## src/rtl/mbox_req_arb.sv

```systemverilog
// Arbiter for the EBOX-side MBOX port: EB > CH > CCA, one transaction in flight, with retry and
// timeout-to-NXM handling. Define MBOX_ARB_STARVE_EN to promote starved CH/CCA requesters.
module mbox_req_arb #(
  parameter int unsigned ADDR_W      = 23,
  parameter int unsigned TIMEOUT_CYC = 1024,
  parameter int unsigned MAX_RETRY   = 3,
  parameter int unsigned RETRY_GAP   = 4,
  parameter int unsigned STARVE_LIM  = 8
) (
  input  logic              clk,
  input  logic              FPGA_RESET,
  input  logic              ebReq,
  input  logic              chReq,
  input  logic              ccaReq,
  input  logic              ebWrite,
  input  logic              chWrite,
  input  logic [ADDR_W-1:0] ebAdr,
  input  logic [ADDR_W-1:0] chAdr,
  input  logic [ADDR_W-1:0] ccaAdr,
  output logic              memReq,
  output logic              memWrite,
  output logic [ADDR_W-1:0] memAdr,
  output logic [1:0]        memSrc,
  input  logic              memStart,
  input  logic              memResp,
  input  logic              memRetry,
  output logic              ebDone,
  output logic              chDone,
  output logic              ccaDone,
  output logic              doneErr,
  output logic              nxmErr,
  output logic              busy
);

  localparam int unsigned ToW  = $clog2(TIMEOUT_CYC);
  localparam int unsigned RtW  = $clog2(MAX_RETRY + 1);
  localparam int unsigned GapW = (RETRY_GAP > 1) ? $clog2(RETRY_GAP) : 1;

  localparam logic [1:0] SrcNone = 2'd0;
  localparam logic [1:0] SrcEb   = 2'd1;
  localparam logic [1:0] SrcCh   = 2'd2;
  localparam logic [1:0] SrcCca  = 2'd3;

  if (TIMEOUT_CYC < 2 || RETRY_GAP < 1 || STARVE_LIM < 1) begin : g_param_check
    $error("mbox_req_arb: illegal parameter value");
  end

  typedef enum logic [2:0] {StIdle, StIssue, StWait, StRetry, StError} state_e;

  state_e            state_q, state_d;
  logic [1:0]        src_q, src_d;
  logic [ADDR_W-1:0] adr_q, adr_d;
  logic              write_q, write_d;
  logic [RtW-1:0]    retry_q, retry_d;
  logic [GapW-1:0]   gap_q, gap_d;
  logic [ToW-1:0]    to_q, to_d;
  logic [1:0]        win_src;
  logic              done, err;

`ifdef MBOX_ARB_STARVE_EN
  localparam int unsigned StW = $clog2(STARVE_LIM + 1);
  logic [StW-1:0] ch_lose_q, ch_lose_d, cca_lose_q, cca_lose_d;
  logic           ch_promo, cca_promo;

  assign ch_promo  = chReq && (ch_lose_q == StW'(STARVE_LIM));
  assign cca_promo = ccaReq && (cca_lose_q == StW'(STARVE_LIM));

  always_comb begin
    win_src = SrcNone;
    if (ch_promo)       win_src = SrcCh;
    else if (cca_promo) win_src = SrcCca;
    else if (ebReq)     win_src = SrcEb;
    else if (chReq)     win_src = SrcCh;
    else if (ccaReq)    win_src = SrcCca;
  end

  // Lose counters only move on IDLE-cycle arbitrations and saturate at the promotion limit.
  always_comb begin
    ch_lose_d  = ch_lose_q;
    cca_lose_d = cca_lose_q;
    if (state_q == StIdle) begin
      if (chReq) begin
        if (win_src == SrcCh)                    ch_lose_d = '0;
        else if (ch_lose_q != StW'(STARVE_LIM))  ch_lose_d = ch_lose_q + 1'b1;
      end
      if (ccaReq) begin
        if (win_src == SrcCca)                   cca_lose_d = '0;
        else if (cca_lose_q != StW'(STARVE_LIM)) cca_lose_d = cca_lose_q + 1'b1;
      end
    end
  end

  always_ff @(posedge clk or posedge FPGA_RESET) begin
    if (FPGA_RESET) begin
      ch_lose_q  <= '0;
      cca_lose_q <= '0;
    end else begin
      ch_lose_q  <= ch_lose_d;
      cca_lose_q <= cca_lose_d;
    end
  end
`else
  always_comb begin
    win_src = SrcNone;
    if (ebReq)       win_src = SrcEb;
    else if (chReq)  win_src = SrcCh;
    else if (ccaReq) win_src = SrcCca;
  end
`endif

  always_comb begin
    state_d = state_q;
    src_d   = src_q;
    adr_d   = adr_q;
    write_d = write_q;
    retry_d = retry_q;
    gap_d   = gap_q;
    to_d    = to_q;
    done    = 1'b0;
    err     = 1'b0;

    unique case (state_q)
      StIdle: begin
        if (win_src != SrcNone) begin
          state_d = StIssue;
          src_d   = win_src;
          case (win_src)
            SrcEb:   begin adr_d = ebAdr;  write_d = ebWrite; end
            SrcCh:   begin adr_d = chAdr;  write_d = chWrite; end
            default: begin adr_d = ccaAdr; write_d = 1'b0;    end
          endcase
        end
      end
      StIssue: begin
        if (memStart) begin
          to_d = '0;
          if (memResp) done = 1'b1;
          else         state_d = StWait;
        end
      end
      StWait: begin
        to_d = to_q + 1'b1;
        if (memResp) begin
          done = 1'b1;
        end else if (memRetry) begin
          if (retry_q < RtW'(MAX_RETRY)) begin
            retry_d = retry_q + 1'b1;
            gap_d   = '0;
            state_d = StRetry;
          end else begin
            state_d = StError;
          end
        end else if (to_q == ToW'(TIMEOUT_CYC - 1)) begin
          state_d = StError;
        end
      end
      StRetry: begin
        gap_d = gap_q + 1'b1;
        if (gap_q == GapW'(RETRY_GAP - 1)) state_d = StIssue;
      end
      StError: begin
        done = 1'b1;
        err  = 1'b1;
      end
      default: state_d = StIdle;
    endcase

    // Completion releases ownership; the next arbitration happens in the following IDLE cycle.
    if (done) begin
      state_d = StIdle;
      src_d   = SrcNone;
      adr_d   = '0;
      write_d = 1'b0;
      retry_d = '0;
    end
  end

  always_ff @(posedge clk or posedge FPGA_RESET) begin
    if (FPGA_RESET) begin
      state_q <= StIdle;
      src_q   <= SrcNone;
      adr_q   <= '0;
      write_q <= 1'b0;
      retry_q <= '0;
      gap_q   <= '0;
      to_q    <= '0;
    end else begin
      state_q <= state_d;
      src_q   <= src_d;
      adr_q   <= adr_d;
      write_q <= write_d;
      retry_q <= retry_d;
      gap_q   <= gap_d;
      to_q    <= to_d;
    end
  end

  assign memReq   = (state_q == StIssue);
  assign memWrite = write_q;
  assign memAdr   = adr_q;
  assign memSrc   = src_q;
  assign ebDone   = done && (src_q == SrcEb);
  assign chDone   = done && (src_q == SrcCh);
  assign ccaDone  = done && (src_q == SrcCca);
  assign doneErr  = err;
  assign nxmErr   = err;
  assign busy     = (state_q != StIdle);

endmodule

```

## config.mk

```make
export PLATFORM = sky130hd
export DESIGN_NAME = mbox_req_arb
export DESIGN_NICKNAME = d
export VERILOG_FILES = /design/src/rtl/mbox_req_arb.sv
export SDC_FILE = /design/constraint.sdc
export NUM_CORES = 1
export LEC_CHECK = 0
export BUFFER_PORTS_ARGS = -buffer_cell sky130_fd_sc_hd__buf_2
export CELL_PAD_IN_SITES_DETAIL_PLACEMENT = 0
export CELL_PAD_IN_SITES_GLOBAL_PLACEMENT = 1
export CORE_ASPECT_RATIO = 1.4
export CORE_MARGIN = 2
export CORE_UTILIZATION = 30
export DETAILED_ROUTE_END_ITERATION = 8
export PLACE_DENSITY = 0.78
export SYNTH_ARGS = -nofsm -noshare
export SYNTH_HDL_FRONTEND = slang
export SYNTH_SLANG_ARGS = --single-unit
```

## constraint.sdc

```tcl
create_clock -name clk -period 1.92 [get_ports clk]
set_clock_uncertainty 0.1 [all_clocks]
set_input_delay 0.384 -clock clk [delete_from_list [all_inputs] [get_ports clk]]
set_output_delay 0.384 -clock clk [all_outputs]
set_load 0.1 [all_outputs]
```

; ---- Yosys cells after proc, flatten, opt, wreduce, memory -nomap -nowiden
; Cells that the tools add are included.
[word_totals]
regBits = 43
input_bits = 79
[op_classes]
n_eq_ne = 23
n_addsub = 3
reduce_logical = 18
n_lt_le_gt_ge = 1
muxes = 39
[op_table]
columns = operator, n
row1 = 23-bit two-way mux, 3
row2 = 23-bit one-hot mux with 2 select lines, 1
row3 = 2-bit two-way mux, 14
row4 = 3-bit two-way mux, 9
row5 = 10-bit one-hot mux with 2 select lines, 1
row6 = 2-bit nonzero test, 8
row7 = 3-bit one-hot mux with 5 select lines, 1
row8 = "10-bit by 1-bit adder with 10-bit output, second input constant", 1
row9 = "10-bit == test, second input constant", 1
row10 = 10-bit two-way mux, 1
row11 = "3-bit inequality test, second input constant", 3
row12 = "2-bit == test, second input constant", 4
row13 = "2-bit inequality test, second input constant", 4
row14 = 4-bit AND reduction, 2
row15 = 7-bit AND reduction, 1
row16 = "3-bit by 2-bit == test with 1-bit output, second input constant", 2
row17 = 1-bit two-way mux, 6
row18 = "2-bit by 1-bit adder with 2-bit output, second input constant", 2
row19 = "2-bit by 1-bit == test with 1-bit output, second input constant", 2
row20 = "2-bit by 1-bit inequality test with 1-bit output, second input constant", 2
row21 = "4-bit inequality test, second input constant", 1
row22 = 2-bit one-hot mux with 2 select lines, 1
row23 = 2-bit AND reduction, 2
row24 = "3-bit by 1-bit == test with 1-bit output, second input constant", 1
row25 = 9 further kinds, 11

; ---- Longest topological paths before layout
[depth]
word_depth = 8
depth_mapped = 10
mapped_depth_nobuf = 8

; ---- Worst setup path before layout
; No wires, ideal clock.
[synth_timing]
kind = register -> output
startpoint = register state_q[1]
endpoint = output chDone
t_arrival_ns = 4.039
t_required_ns = 1.436
n_path_buf = 2
path_stages_with_launch = 6
path_slack_ns = -2.603
path_cell_list = dfrtp_1 > buf_4 > nor3b_1 > a21o_1 > buf_2 > and3b_1
[synth_via]
elab_chain_len = 3
word_cells_on_any_way = 5
[synth_rtl]
columns = element, line_no
row1 = start: declaration, 50  ; state_e state_q, state_d;
row2 = start signal: assignment, 180  ; state_q <= StIdle;
row3 = start signal: assignment, 188  ; state_q <= state_d;
row4 = 3-bit == test (tied with other cells), 122  ; unique case (state_q)
row5 = 1-bit one-hot mux with 3 select lines *, 122
row6 = 1-bit logical AND *, 203  ; assign chDone = done && (src_q == SrcCh);
row7 = end: declaration, 28  ; output logic chDone,
; Mark *: on every way between the ends. The rest lies on a longest branch, timed or not.

; ---- Final worst setup path
[layout_timing]
startpoint = register state_q[0]
endpoint = output ebDone
[layout_via]
elab_chain_len = 3
word_cells_on_any_way = 5
[layout_rtl]
columns = element, line_no
row1 = 3-bit == test (tied with other cells), 122
row2 = 1-bit one-hot mux with 3 select lines *, 122
row3 = 1-bit logical AND *, 202  ; assign ebDone = done && (src_q == SrcEb);
row4 = end: declaration, 27  ; output logic ebDone,
; Marks and branches as above.

==> report_table.html <==
<table>
<tr><th>Metric</th><th>Value</th></tr>
<tr><th colspan="2">Outcome</th></tr>
<tr><td>Run status</td><td>finished, violations left</td></tr>
<tr><td>Violations in the final reports</td><td>setup timing</td></tr>
<tr><th colspan="2">STA</th></tr>
<tr><td>Slew Limit Headroom</td><td>58.96%</td></tr>
<tr><td>Min Tclk post-route</td><td>2118 ps</td></tr>
<tr><td>Fmax</td><td>472.2 MHz</td></tr>
<tr><td>Final hold violation count</td><td>0</td></tr>
<tr><td>Post-route clock period utilization</td><td>110.3%</td></tr>
<tr><td>Transition time at the pin with the least slew margin</td><td>614.7 ps</td></tr>
<tr><td>Post-route setup TNS</td><td>-621.7 ps</td></tr>
<tr><td>Worst hold margin</td><td>68.99 ps</td></tr>
<tr><td>Unrepaired setup endpoints after global routing</td><td>yes</td></tr>
<tr><td>Setup slack after layout</td><td>-197.6 ps</td></tr>
<tr><td>Final Setup Violations</td><td>5</td></tr>
<tr><td>Pins over their slew limit</td><td>0</td></tr>
<tr><th colspan="2">Die</th></tr>
<tr><td>Overall die height</td><td>113.4 um</td></tr>
<tr><td>Cell Rows</td><td>39</td></tr>
<tr><td>Effective utilization at floorplan</td><td>31.10%</td></tr>
<tr><td>I/O pin cnt</td><td>112</td></tr>
<tr><td>Area of the die</td><td>9316 um^2</td></tr>
<tr><td>Width of the die</td><td>82.15 um</td></tr>
<tr><td>Standard cell core area</td><td>8247 um^2</td></tr>
<tr><th colspan="2">Logic synthesis</th></tr>
<tr><td>Synth Net Count</td><td>397</td></tr>
<tr><td>Number of register bits inferred by synthesis</td><td>43</td></tr>
<tr><td>Number of enable-type register cells in the synthesized netlist</td><td>0</td></tr>
<tr><td>Share of flip-flops with an asynchronous set or reset</td><td>100.0%</td></tr>
<tr><td>Top flip-flop cell by instance count after synthesis</td><td>dfrtp_1</td></tr>
<tr><td>Per-instance average area after synthesis</td><td>8.221 um^2</td></tr>
<tr><td>Cell area after technology mapping</td><td>2565 um^2</td></tr>
<tr><td>Sequential fraction of the synthesis area</td><td>41.95%</td></tr>
<tr><td>Synth unique cells</td><td>48</td></tr>
<tr><td>Instance count of the mapped netlist</td><td>312</td></tr>
<tr><td>Yosys warnings</td><td>0</td></tr>
<tr><th colspan="2">Layout</th></tr>
<tr><td>Layout Nets</td><td>525</td></tr>
<tr><td>FF/Latch Area</td><td>1077 um^2</td></tr>
<tr><td>Total inserted antenna cells</td><td>0</td></tr>
<tr><td>Non-filler cells, final</td><td>543</td></tr>
<tr><td>Layout cells sized above 1</td><td>39.00%</td></tr>
<tr><td>Total area of multi-input combinational cells</td><td>1404 um^2</td></tr>
<tr><td>Fill cell instance count of the final layout</td><td>826</td></tr>
<tr><td>Layout overhead on the synthesized area</td><td>46.15%</td></tr>
<tr><th colspan="2">Detailed routing</th></tr>
<tr><td>Routed wire length per instance</td><td>13.87 um</td></tr>
<tr><td>Total number of vias</td><td>2,700</td></tr>
<tr><td>Wire length reported by the detailed router</td><td>7533 um</td></tr>
<tr><td>Post-detailed-route DRC marker count</td><td>0</td></tr>
<tr><td>Vias per Instance</td><td>4.972</td></tr>
<tr><td>Remaining number of nets flagged by the antenna check after routing</td><td>0</td></tr>
<tr><td>Number of iterations in the first detailed-routing pass</td><td>5</td></tr>
<tr><td>Iter 0 DRT Violations</td><td>169</td></tr>
<tr><th colspan="2">Clock tree</th></tr>
<tr><td>Clock-pin slew on the worst setup and hold paths</td><td>60 ps</td></tr>
<tr><td>Clock Sink Count</td><td>43</td></tr>
<tr><td>Latest clock arrival within the worst-skew pair</td><td>290 ps</td></tr>
<tr><td>Total CTS buffers</td><td>5</td></tr>
<tr><td>TritonCTS clock tree</td><td>built</td></tr>
<tr><td>Hold buffer count at cts</td><td>0</td></tr>
<tr><td>Root buffer cell</td><td>clkbuf_16</td></tr>
<tr><td>Max H-tree Level</td><td>2</td></tr>
<tr><td>Longest Clk Path Bufs</td><td>2</td></tr>
<tr><th colspan="2">Setup path</th></tr>
<tr><td>Signal arrival time at the worst endpoint</td><td>1630 ps</td></tr>
<tr><td>Cell depth of the worst flop-to-flop path</td><td>5</td></tr>
<tr><td>Source of the worst register-to-register timing path</td><td>state_q[0]</td></tr>
<tr><td>Critical path launch point type</td><td>flop</td></tr>
<tr><td>Reg-to-reg endpoint</td><td>state_q[2]</td></tr>
<tr><td>WS Path Type</td><td>flop to output port</td></tr>
<tr><td>Type of element capturing the critical path</td><td>output port</td></tr>
<tr><td>Required time of the critical path</td><td>1440 ps</td></tr>
<tr><td>Worst reg-to-reg setup slack</td><td>40 ps</td></tr>
<tr><td>Critical Path Fanout Max</td><td>4</td></tr>
<tr><th colspan="2">Placement</th></tr>
<tr><td>Count of buffers inserted at the top-level ports</td><td>111</td></tr>
<tr><td>Post-placement cell count</td><td>532</td></tr>
<tr><td>Post-place setup slack</td><td>-138.0 ps</td></tr>
<tr><td>RePlAce Congestion</td><td>0.8188</td></tr>
<tr><td>Dpl hpwl</td><td>5614 um</td></tr>
<tr><th colspan="2">Global route</th></tr>
<tr><td>Largest net degree at the start of global routing</td><td>48</td></tr>
<tr><td>Overall Global Routing Usage</td><td>16.77%</td></tr>
<tr><td>Total global routing overflow</td><td>0</td></tr>
<tr><td>Number of antenna violations at the first check in global routing</td><td>0</td></tr>
<tr><td>First-pass GRT wire length</td><td>12,190 um</td></tr>
<tr><td>Vias in the first global route</td><td>2,655</td></tr>
<tr><th colspan="2">Pwr</th></tr>
<tr><td>Switching component of the power</td><td>3.678 mW</td></tr>
<tr><td>Leakage dissipation</td><td>1.845 nW</td></tr>
<tr><td>Sw frac</td><td>56.46%</td></tr>
<tr><td>Relative contribution of the clock network to total power</td><td>13.7%</td></tr>
<tr><td>Combinational fraction of design power</td><td>64.2%</td></tr>
<tr><td>Worst-case vdd ir drop</td><td>1.171 mV</td></tr>
<tr><td>Power per cell area</td><td>1738 nW/um^2</td></tr>
<tr><td>Share of total power in sequential cells</td><td>22.1%</td></tr>
<tr><td>Internal power component</td><td>2.836 mW</td></tr>
<tr><th colspan="2">Hold path</th></tr>
<tr><td>Type of the tightest min-delay check</td><td>input pin to asynchronous set/reset pin</td></tr>
<tr><th colspan="2">Job</th></tr>
<tr><td>MaxCap Viol Count</td><td>0</td></tr>
</table>
-- what timing repair did --
item                                    CTS  global route
resized for setup                        10             8
endpoints found under the setup margin    5            14
cloned                                    0             0
buffers inserted                          2             1
pin swaps                                 2             0
-- metal layers --
metal	global-route usage, %	up-vias	part of all wire, %
met5	0	-	0
met4	6.111	0	1.5
met3	3.085	7	5.1
met2	29.32	92	54
met1	20.09	1247	39
li1	-	1354	-
-- metrics by stage --
| step | power (mW) | utilization (%) | instance area [um^2] |
|---|---|---|---|
| 2_1_floorplan | 4.537 | - | 2597 |
| 3_3_place_gp | 5.451 | 42.39 | 3496 |
| 3_5_place_dp | 5.491 | 42.39 | 3496 |
| 4_1_cts | 6.502 | 44.94 | 3706 |
| 5_1_grt | 6.825 | 45.46 | 3749 |
| 6_report | 6.514 | 45.46 | 3749 |
-- power groups by stage --
stage	clock (mW)	sequential (mW)	combinational, mW
floorplan	0	3.22	1.32
global placement	0	1.43	4.02
detailed placement	0	1.45	4.04
CTS	0.912	1.44	4.15
global route	0.944	1.48	4.40
finish	0.896	1.44	4.18
-- state kept, by name, indices dropped and copies added (netlist names) --
register,flops
memSrc,2
retry_q,2
memAdr,23
gap_q,2
to_q,10
state_q,3
memWrite,1
-- synthesized netlist by cell type, types with 2 or more instances --
| master | n | share of area, % |
|---|---|---|
| a21oi_1 | 29 | 5.7 |
| a22o_1 | 2 | 0.68 |
| a22oi_1 | 24 | 7.0 |
| a31oi_1 | 2 | 0.49 |
| and2_1 | 3 | 0.73 |
| and3_1 | 3 | 0.73 |
| and3b_1 | 3 | 1.0 |
| buf_2 | 6 | 1.2 |
| buf_4 | 4 | 1.2 |
| buf_6 | 2 | 0.88 |
| clkbuf_1 | 11 | 1.6 |
| dfrtp_1 | 43 | 42 |
| ha_1 | 6 | 2.9 |
| inv_1 | 7 | 1.0 |
| nand2_1 | 81 | 12 |
| nand3_1 | 3 | 0.59 |
| nand4_1 | 2 | 0.49 |
| nor2_1 | 11 | 1.6 |
| nor2b_1 | 2 | 0.49 |
| nor3b_1 | 2 | 0.59 |
| o21ai_0 | 37 | 7.2 |
| o21bai_1 | 2 | 0.59 |
| o31ai_1 | 2 | 0.59 |
-- kinds of logic after synthesis --
family,count (synthesis),synth area share (%)
flops,43,41.95
simple gates,120,21.41
buf+inv,30,5.854
compound gates,111,27.17
fa+ha+maj,6,2.927
xor+xnor,2,0.6831
-- final cells by class --
| type | count | share of cell area, % |
|---|---|---|
| multi-input combinational | 239 | 37.45 |
| clock inverter | 1 | 0.2003 |
| sequential | 43 | 28.74 |
| tap | 102 | 3.405 |
| clock buffer | 7 | 4.072 |
| timing repair buffer | 144 | 25.43 |
| inverter | 7 | 0.7009 |
-- cell usage in the layout (no fill, tap or decap), types with 2 or more instances in the layout --
cell / instances
buf_2: 104
nand2_1: 81
dfrtp_1: 42
o21ai_0: 37
a21oi_1: 28
buf_4: 28
a22oi_1: 24
buf_12: 10
nor2_1: 9
inv_1: 6
ha_1: 6
clkbuf_16: 5
nand3_1: 3
nor2b_1: 2
o21bai_1: 2
and2_1: 2
o31ai_1: 2
and3_1: 2
nand4_1: 2
a22o_1: 2
nor2_4: 2
a31oi_1: 2
clkbuf_8: 2
buf_6: 2
-- critical path, cell delays in order, from the launching register on --
cell	delay, ps
dfrtp_1	390
and3b_1	200
o21ba_4	200
a21o_1	180
and3b_2	220
buf_12	170
-- worst max-delay path by stage --
stage | cells after the start | endpoint | slack, ps | from
6_report | 5 | ebDone | -200 | state_q[0]
5_1_grt | 5 | ebDone | -270 | state_q[0]
4_1_cts | 5 | ebDone | -200 | state_q[0]
3_5_place_dp | 9 | memWrite | -140 | chReq
3_3_place_gp | 10 | memAdr[2] | -90 | ccaReq
2_1_floorplan | 5 | chDone | -680 | state_q[1]
Note: power is estimated with default switching activity, not from simulation.
